`config.mk`:
```
export PLATFORM = sky130hd
export DESIGN_NAME = paddle_scan_ctrl
export DESIGN_NICKNAME = d
export VERILOG_FILES = /design/src/rtl/paddle_pkg.sv /design/src/rtl/paddle_sync.sv /design/src/rtl/paddle_scan_ctrl.sv
export SDC_FILE = /design/constraint.sdc
export NUM_CORES = 1
export LEC_CHECK = 0
export BUFFER_PORTS_ARGS = -buffer_cell sky130_fd_sc_hd__buf_2
export CAP_MARGIN = 20
export CORE_MARGIN = 2
export CORE_UTILIZATION = 45
export CTS_BUF_LIST = sky130_fd_sc_hd__clkbuf_8
export DETAILED_ROUTE_END_ITERATION = 8
export PLACE_DENSITY = 0.74
export SLEW_MARGIN = 20
export SYNTH_ARGS = -nofsm -noshare
export SYNTH_HDL_FRONTEND = slang
export SYNTH_SLANG_ARGS = --single-unit
export TNS_END_PERCENT = 100
```
`constraint.sdc`:
```
create_clock -name clk -period 1.9 [get_ports clk]
set_clock_uncertainty 0.05 [all_clocks]
set_input_delay 0 -clock clk [delete_from_list [all_inputs] [get_ports clk]]
set_output_delay 0 -clock clk [all_outputs]
set_load 0.03 [all_outputs]
```
`src/rtl/paddle_pkg.sv`:
```
// Shared types and default sizing for the paddle scan controller.
package paddle_pkg;

  typedef enum logic [1:0] {
    IDLE    = 2'd0,
    DUMP    = 2'd1,
    MEASURE = 2'd2
  } state_e;

  localparam int COUNT_W_DEF    = 8;
  localparam int MAX_COUNT_DEF  = 255;
  localparam int DUMP_LINES_DEF = 8;

endpackage

```
`src/rtl/paddle_sync.sv`:
```
// Two-flop synchroniser for one asynchronous comparator input.
module paddle_sync (
  input  logic clk,
  input  logic reset,
  input  logic d_i,
  output logic q_o
);

  logic meta_q, sync_q;

  // Shift the raw pin through two flops before anyone looks at it.
  always_ff @(posedge clk) begin
    if (reset) begin
      meta_q <= 1'b0;
      sync_q <= 1'b0;
    end else begin
      meta_q <= d_i;
      sync_q <= meta_q;
    end
  end

  assign q_o = sync_q;

endmodule

```
`src/rtl/paddle_scan_ctrl.sv`:
```
// Frame-synchronous paddle timer: dumps the RC caps, counts scanlines until
// each comparator rises, and publishes both positions at the next frame tick.
module paddle_scan_ctrl
  import paddle_pkg::*;
#(
  parameter int COUNT_W    = COUNT_W_DEF,
  parameter int MAX_COUNT  = MAX_COUNT_DEF,
  parameter int DUMP_LINES = DUMP_LINES_DEF
) (
  input  logic               clk,
  input  logic               reset,
  input  logic               hsync,
  input  logic               vsync,
  input  logic               hpaddle,
  input  logic               vpaddle,
  output logic               paddle_dump,
  output logic [COUNT_W-1:0] paddle_x,
  output logic [COUNT_W-1:0] paddle_y,
  output logic               pos_valid,
  output logic               x_timeout,
  output logic               y_timeout
);

  localparam int DW = $clog2(DUMP_LINES + 1);
  localparam logic [DW-1:0]      DUMP_LAST = DW'(DUMP_LINES - 1);
  localparam logic [COUNT_W-1:0] CNT_MAX   = COUNT_W'(MAX_COUNT);

  state_e             state_q, state_d;
  logic               hsync_q, vsync_q;
  logic [DW-1:0]      dump_cnt_q, dump_cnt_d;
  logic [COUNT_W-1:0] line_cnt_q, line_cnt_d;
  logic [COUNT_W-1:0] cap_x_q, cap_x_d, cap_y_q, cap_y_d;
  logic               flag_x_q, flag_x_d, flag_y_q, flag_y_d;
  logic [COUNT_W-1:0] px_q, px_d, py_q, py_d;
  logic               xto_q, xto_d, yto_q, yto_d;
  logic               vld_q, vld_d;
  logic               hp_s, vp_s;
  logic               line_tick, frame_tick;

  paddle_sync u_sync_h (.clk(clk), .reset(reset), .d_i(hpaddle), .q_o(hp_s));
  paddle_sync u_sync_v (.clk(clk), .reset(reset), .d_i(vpaddle), .q_o(vp_s));

  // Sync inputs already live in clk; only the previous level is kept for edges.
  assign line_tick  = hsync & ~hsync_q;
  assign frame_tick = vsync & ~vsync_q;

  // State, counters, captures and published outputs.
  always_ff @(posedge clk) begin
    if (reset) begin
      state_q    <= IDLE;
      hsync_q    <= 1'b0;
      vsync_q    <= 1'b0;
      dump_cnt_q <= '0;
      line_cnt_q <= '0;
      cap_x_q    <= '0;
      cap_y_q    <= '0;
      flag_x_q   <= 1'b0;
      flag_y_q   <= 1'b0;
      px_q       <= '0;
      py_q       <= '0;
      xto_q      <= 1'b0;
      yto_q      <= 1'b0;
      vld_q      <= 1'b0;
    end else begin
      state_q    <= state_d;
      hsync_q    <= hsync;
      vsync_q    <= vsync;
      dump_cnt_q <= dump_cnt_d;
      line_cnt_q <= line_cnt_d;
      cap_x_q    <= cap_x_d;
      cap_y_q    <= cap_y_d;
      flag_x_q   <= flag_x_d;
      flag_y_q   <= flag_y_d;
      px_q       <= px_d;
      py_q       <= py_d;
      xto_q      <= xto_d;
      yto_q      <= yto_d;
      vld_q      <= vld_d;
    end
  end

  // Next-state logic: frame tick dominates any same-cycle line tick.
  always_comb begin
    state_d    = state_q;
    dump_cnt_d = dump_cnt_q;
    line_cnt_d = line_cnt_q;
    cap_x_d    = cap_x_q;
    cap_y_d    = cap_y_q;
    flag_x_d   = flag_x_q;
    flag_y_d   = flag_y_q;
    px_d       = px_q;
    py_d       = py_q;
    xto_d      = xto_q;
    yto_d      = yto_q;
    vld_d      = 1'b0;
    unique case (state_q)
      IDLE: begin
        if (frame_tick) begin
          state_d    = DUMP;
          dump_cnt_d = '0;
        end
      end
      DUMP: begin
        if (frame_tick) begin
          dump_cnt_d = '0;
        end else if (line_tick) begin
          if (dump_cnt_q == DUMP_LAST) begin
            state_d    = MEASURE;
            line_cnt_d = '0;
            flag_x_d   = 1'b0;
            flag_y_d   = 1'b0;
          end else begin
            dump_cnt_d = dump_cnt_q + 1'b1;
          end
        end
      end
      MEASURE: begin
        // Level capture of the pre-increment count; first high wins.
        if (hp_s && !flag_x_q) begin
          cap_x_d  = line_cnt_q;
          flag_x_d = 1'b1;
        end
        if (vp_s && !flag_y_q) begin
          cap_y_d  = line_cnt_q;
          flag_y_d = 1'b1;
        end
        if (frame_tick) begin
          px_d       = flag_x_q ? cap_x_q : CNT_MAX;
          py_d       = flag_y_q ? cap_y_q : CNT_MAX;
          xto_d      = ~flag_x_q;
          yto_d      = ~flag_y_q;
          vld_d      = 1'b1;
          state_d    = DUMP;
          dump_cnt_d = '0;
        end else if (line_tick && line_cnt_q != CNT_MAX) begin
          line_cnt_d = line_cnt_q + 1'b1;
        end
      end
      default: state_d = IDLE;
    endcase
  end

  assign paddle_dump = (state_q != MEASURE);
  assign paddle_x    = px_q;
  assign paddle_y    = py_q;
  assign pos_valid   = vld_q;
  assign x_timeout   = xto_q;
  assign y_timeout   = yto_q;

endmodule
```
==> summary by stage <==
Worst setup path
Data arrives at the worst endpoint at 1.97 ns. Traced cell by cell, the critical path runs through ha_1 > nand4_1 > o21ai_0 > buf_4 > a21oi_2 > o31ai_1. The family with the most delay on the worst path is compound AO/OA/AOI/OAI gates.

Counting both buffers and inverters, the worst setup path holds a total of 1. The peak fanout along the critical path is 6. The worst setup path is of the reg2reg kind.

The required time of the critical path is between 2 and 2.5 ns. The register-to-register setup slack is around 0.11 ns. For this run, the slowest stage of the critical path takes around 0.46 ns. The slowest stage of the critical path is the sky130_fd_sc_hd__dfxtp_1 cell. The startpoint class of the critical path is a flop. STA classifies the critical path endpoint as a flop.

Yosys
The cell area that synthesis handed to floorplanning was about 0.0024 mm2. The sequential cell area fraction in the yosys report is a little under half. The register bit count reported by yosys is between 50 and 60. The total nets after synthesis is a little under 300. The gate count after technology mapping is about 280.

The number of warnings printed during yosys synthesis is 0. The post-synthesis area per instance is 8.52 um2. The number of different library cells in the post-synthesis netlist is 41.

Clock network
The clock-pin transition on the worst setup and hold timing paths is around 0.07 ns. For the worst-skew pair, the clock arrives at the later sink with an insertion delay of 0.33 ns. The number of buffers created by CTS is 9.

For this design, the sink count on the clock tree is 57. The TritonCTS clock tree is done. The longest clock path from root to sink contains 2 buffers. In this run the number of H-tree levels came out at 3. The clock tree root driver cell is sky130_fd_sc_hd__clkbuf_8.

Routing
The detailed router placed 2036 vias in this run. The average vias per placed instance is approximately 5.2. In the routed design, unresolved DRC markers number 0. The pre-antenna-repair detailed-routing pass consisted of 5 iterations.

In this run, the number of DRC markers left after iteration 0 of detailed routing was approximately 100. The final antenna-violating net count is 0. The final routed wirelength across all metal layers is between 5000 and 6000 um. Dividing the detail-routed wire length by the instance count gives around 13 um.

Finish
The finished layout holds approximately 390 standard cells, fillers aside. The multi-input combinational cells in the finished layout cover a total of around 0.0012 mm2. The library cells used most frequently in the layout, excluding fill and tap cells, are 56 x sky130_fd_sc_hd__dfxtp_1, 40 x sky130_fd_sc_hd__nand2_1, 31 x sky130_fd_sc_hd__nor2_1, 25 x sky130_fd_sc_hd__a21oi_1, 25 x sky130_fd_sc_hd__buf_2. The count of nets after finishing is roughly 320. The most common cell after layout, fill and taps aside is sky130_fd_sc_hd__dfxtp_1. The repair_antennas step left the layout with diodes totalling 0.

The area growth from synthesis to layout is 20.8%. The post-route netlist has about 19% of its cells at a drive strength greater than 1. The number of fill cells in the layout is roughly 480. The sequential cell area is roughly 0.0011 mm2.

Timing
The setup TNS after final layout is 0 ns. The number of pins with negative max-slew slack in the final report is 0. Setup repair after global routing left no endpoint under its margin. The time the final worst path needs with I/O delays and setup is about 1.8 ns. The worst hold slack after final layout is around 0.15 ns. For the pin with the worst max-slew slack, the measured transition is roughly 0.71 ns. Setup violations remaining at the end of the flow were counted as 0. The share of the cycle needed by the critical path after routing is between 90% and 100%. Timing would allow up to 560 MHz. The count of final hold-check violations came to 0. Measured against its own limit, the worst slew margin works out to a little over half.

Floorplanning
The number of core rows is 26. The core outline area is between 0.005 and 0.006 mm2. The effective utilization at floorplan is between 40% and 50%. Measured along the x axis, the die boundary spans about 77 um.

The number of top-level design ports is 26. The die covers roughly 0.0059 mm2. The vertical extent of the die is 76.9 um.

Run status
The flow ran to the end, and the final reports show no timing, DRC or antenna violations.

Power
The net switching power figure is 524 uW. The share of power burned in the clock network is 51.6%. IR analysis of the VDD net gives a maximum drop of around 0.00053 V. For this design the ratio of total power to cell area is between 900 and 1000 mW/mm2. The cell internal power dissipation is between 2000 and 2500 uW. The fraction of power consumed by combinational cells is approximately 2.8%.

The switching power as a share of total power is approximately 20%. The leakage power of the design is slightly above 0.001 uW. Of the total power, registers draw 45.6%.

Placed design
Buffers placed on the I/O ports in this run total 25. The weighted congestion reported at the end of routability-driven placement is around 0.86. Once placement completed, the tool counted placed cells totaling 368. The post-DP HPWL is roughly 3300 um.

Global route
The number of global-route vias before repair was roughly 2000. The first global-routing pass estimated around 8900 um of wire. The pin count of the biggest net entering global routing is 39. The total global routing track utilization is roughly a fifth. The number of antenna violations at the first check in global routing came to 0.

The leftover overflow at the end of global routing is 0.

Hold path
The type of the most critical hold path is in2reg.

Run
The count of maximum capacitance violations is 0.
==> power by group through the flow <==
| stage | sequential (uW) | clock (uW) | combinational [uW] |
|---|---|---|---|
| after global placement | 1240 | 0 | 64.9 |
| after global routing | 1210 | 1460 | 82.8 |
| final | 1210 | 1370 | 74.5 |
| after CTS | 1210 | 1390 | 72.4 |
| after floorplan | 1230 | 0 | 50.0 |
| after detailed placement | 1240 | 0 | 65.8 |
==> synthesized netlist by cell type <==
cell / number / share of area [%]
sky130_fd_sc_hd__nand2_1: 40 / 6.3
sky130_fd_sc_hd__nand3b_1: 5 / 1.6
sky130_fd_sc_hd__inv_1: 6 / 0.94
sky130_fd_sc_hd__nand4_1: 3 / 0.78
sky130_fd_sc_hd__nor2b_1: 9 / 2.4
sky130_fd_sc_hd__nor2_1: 31 / 4.9
sky130_fd_sc_hd__buf_2: 1 / 0.21
sky130_fd_sc_hd__and3_1: 3 / 0.78
sky130_fd_sc_hd__nor3_1: 17 / 3.6
sky130_fd_sc_hd__ha_1: 2 / 1.0
sky130_fd_sc_hd__a221oi_1: 1 / 0.37
sky130_fd_sc_hd__or4_1: 1 / 0.31
sky130_fd_sc_hd__nor3b_1: 18 / 5.6
sky130_fd_sc_hd__and3b_1: 1 / 0.37
sky130_fd_sc_hd__inv_2: 1 / 0.16
sky130_fd_sc_hd__buf_4: 1 / 0.31
sky130_fd_sc_hd__o21ai_0: 3 / 0.63
sky130_fd_sc_hd__o31ai_1: 3 / 0.94
sky130_fd_sc_hd__o311ai_1: 1 / 0.37
sky130_fd_sc_hd__or2_2: 2 / 0.52
sky130_fd_sc_hd__nor3b_4: 2 / 1.6
sky130_fd_sc_hd__a221oi_2: 1 / 0.63
sky130_fd_sc_hd__a31oi_1: 2 / 0.52
sky130_fd_sc_hd__clkbuf_1: 12 / 1.9
sky130_fd_sc_hd__and2b_1: 1 / 0.31
sky130_fd_sc_hd__nand2b_1: 5 / 1.3
sky130_fd_sc_hd__nand3_1: 9 / 1.9
sky130_fd_sc_hd__a211oi_1: 3 / 0.94
sky130_fd_sc_hd__or4bb_1: 1 / 0.47
sky130_fd_sc_hd__o22ai_1: 2 / 0.52
sky130_fd_sc_hd__a21oi_1: 25 / 5.2
sky130_fd_sc_hd__nor4_2: 1 / 0.52
sky130_fd_sc_hd__nor4_1: 2 / 0.52
sky130_fd_sc_hd__nor2_2: 1 / 0.26
sky130_fd_sc_hd__a21oi_2: 1 / 0.37
sky130_fd_sc_hd__nor4bb_1: 1 / 0.42
sky130_fd_sc_hd__buf_6: 1 / 0.47
sky130_fd_sc_hd__dfxtp_1: 57 / 48
sky130_fd_sc_hd__mux2i_1: 3 / 1.3
sky130_fd_sc_hd__nor4b_1: 1 / 0.37
sky130_fd_sc_hd__nor4_4: 1 / 0.89
==> final timing paths <==
path	startpoint	end	cells after the start
setup / recovery	line_cnt_q[1]	line_cnt_q[0]	6
hold / removal	reset	state_q[0]	2
hold reg to reg	u_sync_v.meta_q	u_sync_v.q_o	1
setup reg to reg	line_cnt_q[1]	line_cnt_q[0]	6
==> timing repair <==
action	CTS	global route
endpoints found under the hold margin	4	0
buffers inserted	0	0
resized for setup	0	3
endpoints found under the setup margin	0	3
hold buffers	4	0
==> layer usage <==
layer  track usage, %  routed length [um]  up-vias
li1                 -                   -     1042
met1             22.1                2230      918
met2             31.1                2440       65
met3             6.24                 286       11
met4             8.18                  82        0
met5                0                   0        -
==> per-stage QoR <==
step | total power, uW | util [%] | area, um2 | setup WS [ns]
after global placement | 1300 | 50.7 | 2590 | 0.193
final | 2650 | 56.6 | 2890 | 0.114
after global routing | 2750 | 56.6 | 2890 | 0.0138
after detailed placement | 1300 | 50.7 | 2590 | 0.142
after floorplan | 1280 | - | 2390 | 0.311
after CTS | 2680 | 56.3 | 2870 | 0.131
==> final cells by class <==
class                      count  area share [%]
timing repair buffer          36            7.53
multi-input combinational    202            40.6
clock inverter                 6            3.68
inverter                       7           0.909
sequential                    57            39.5
tap                           70            3.03
clock buffer                  10            4.76
==> sequential cells by signal, indices dropped and copies added (netlist names) <==
signal / cells
u_sync_h.q_o: 1
pos_valid: 1
u_sync_v.meta_q: 1
paddle_y: 8
x_timeout: 1
cap_x_q: 8
hsync_q: 1
cap_y_q: 8
y_timeout: 1
paddle_x: 8
u_sync_v.q_o: 1
flag_y_q: 1
dump_cnt_q: 4
vsync_q: 1
line_cnt_q: 8
u_sync_h.meta_q: 1
state_q: 2
flag_x_q: 1
==> cells by family after synthesis <==
| logic type | share of synthesized area [%] |
|---|---|
| simple gates | 35.5 |
| flops | 47.7 |
| compound gates | 10.5 |
| buf+inv | 3.97 |
| fa+ha+maj | 1.05 |
| mux | 1.25 |
No activity file was read; power rests on OpenSTA's default activity.
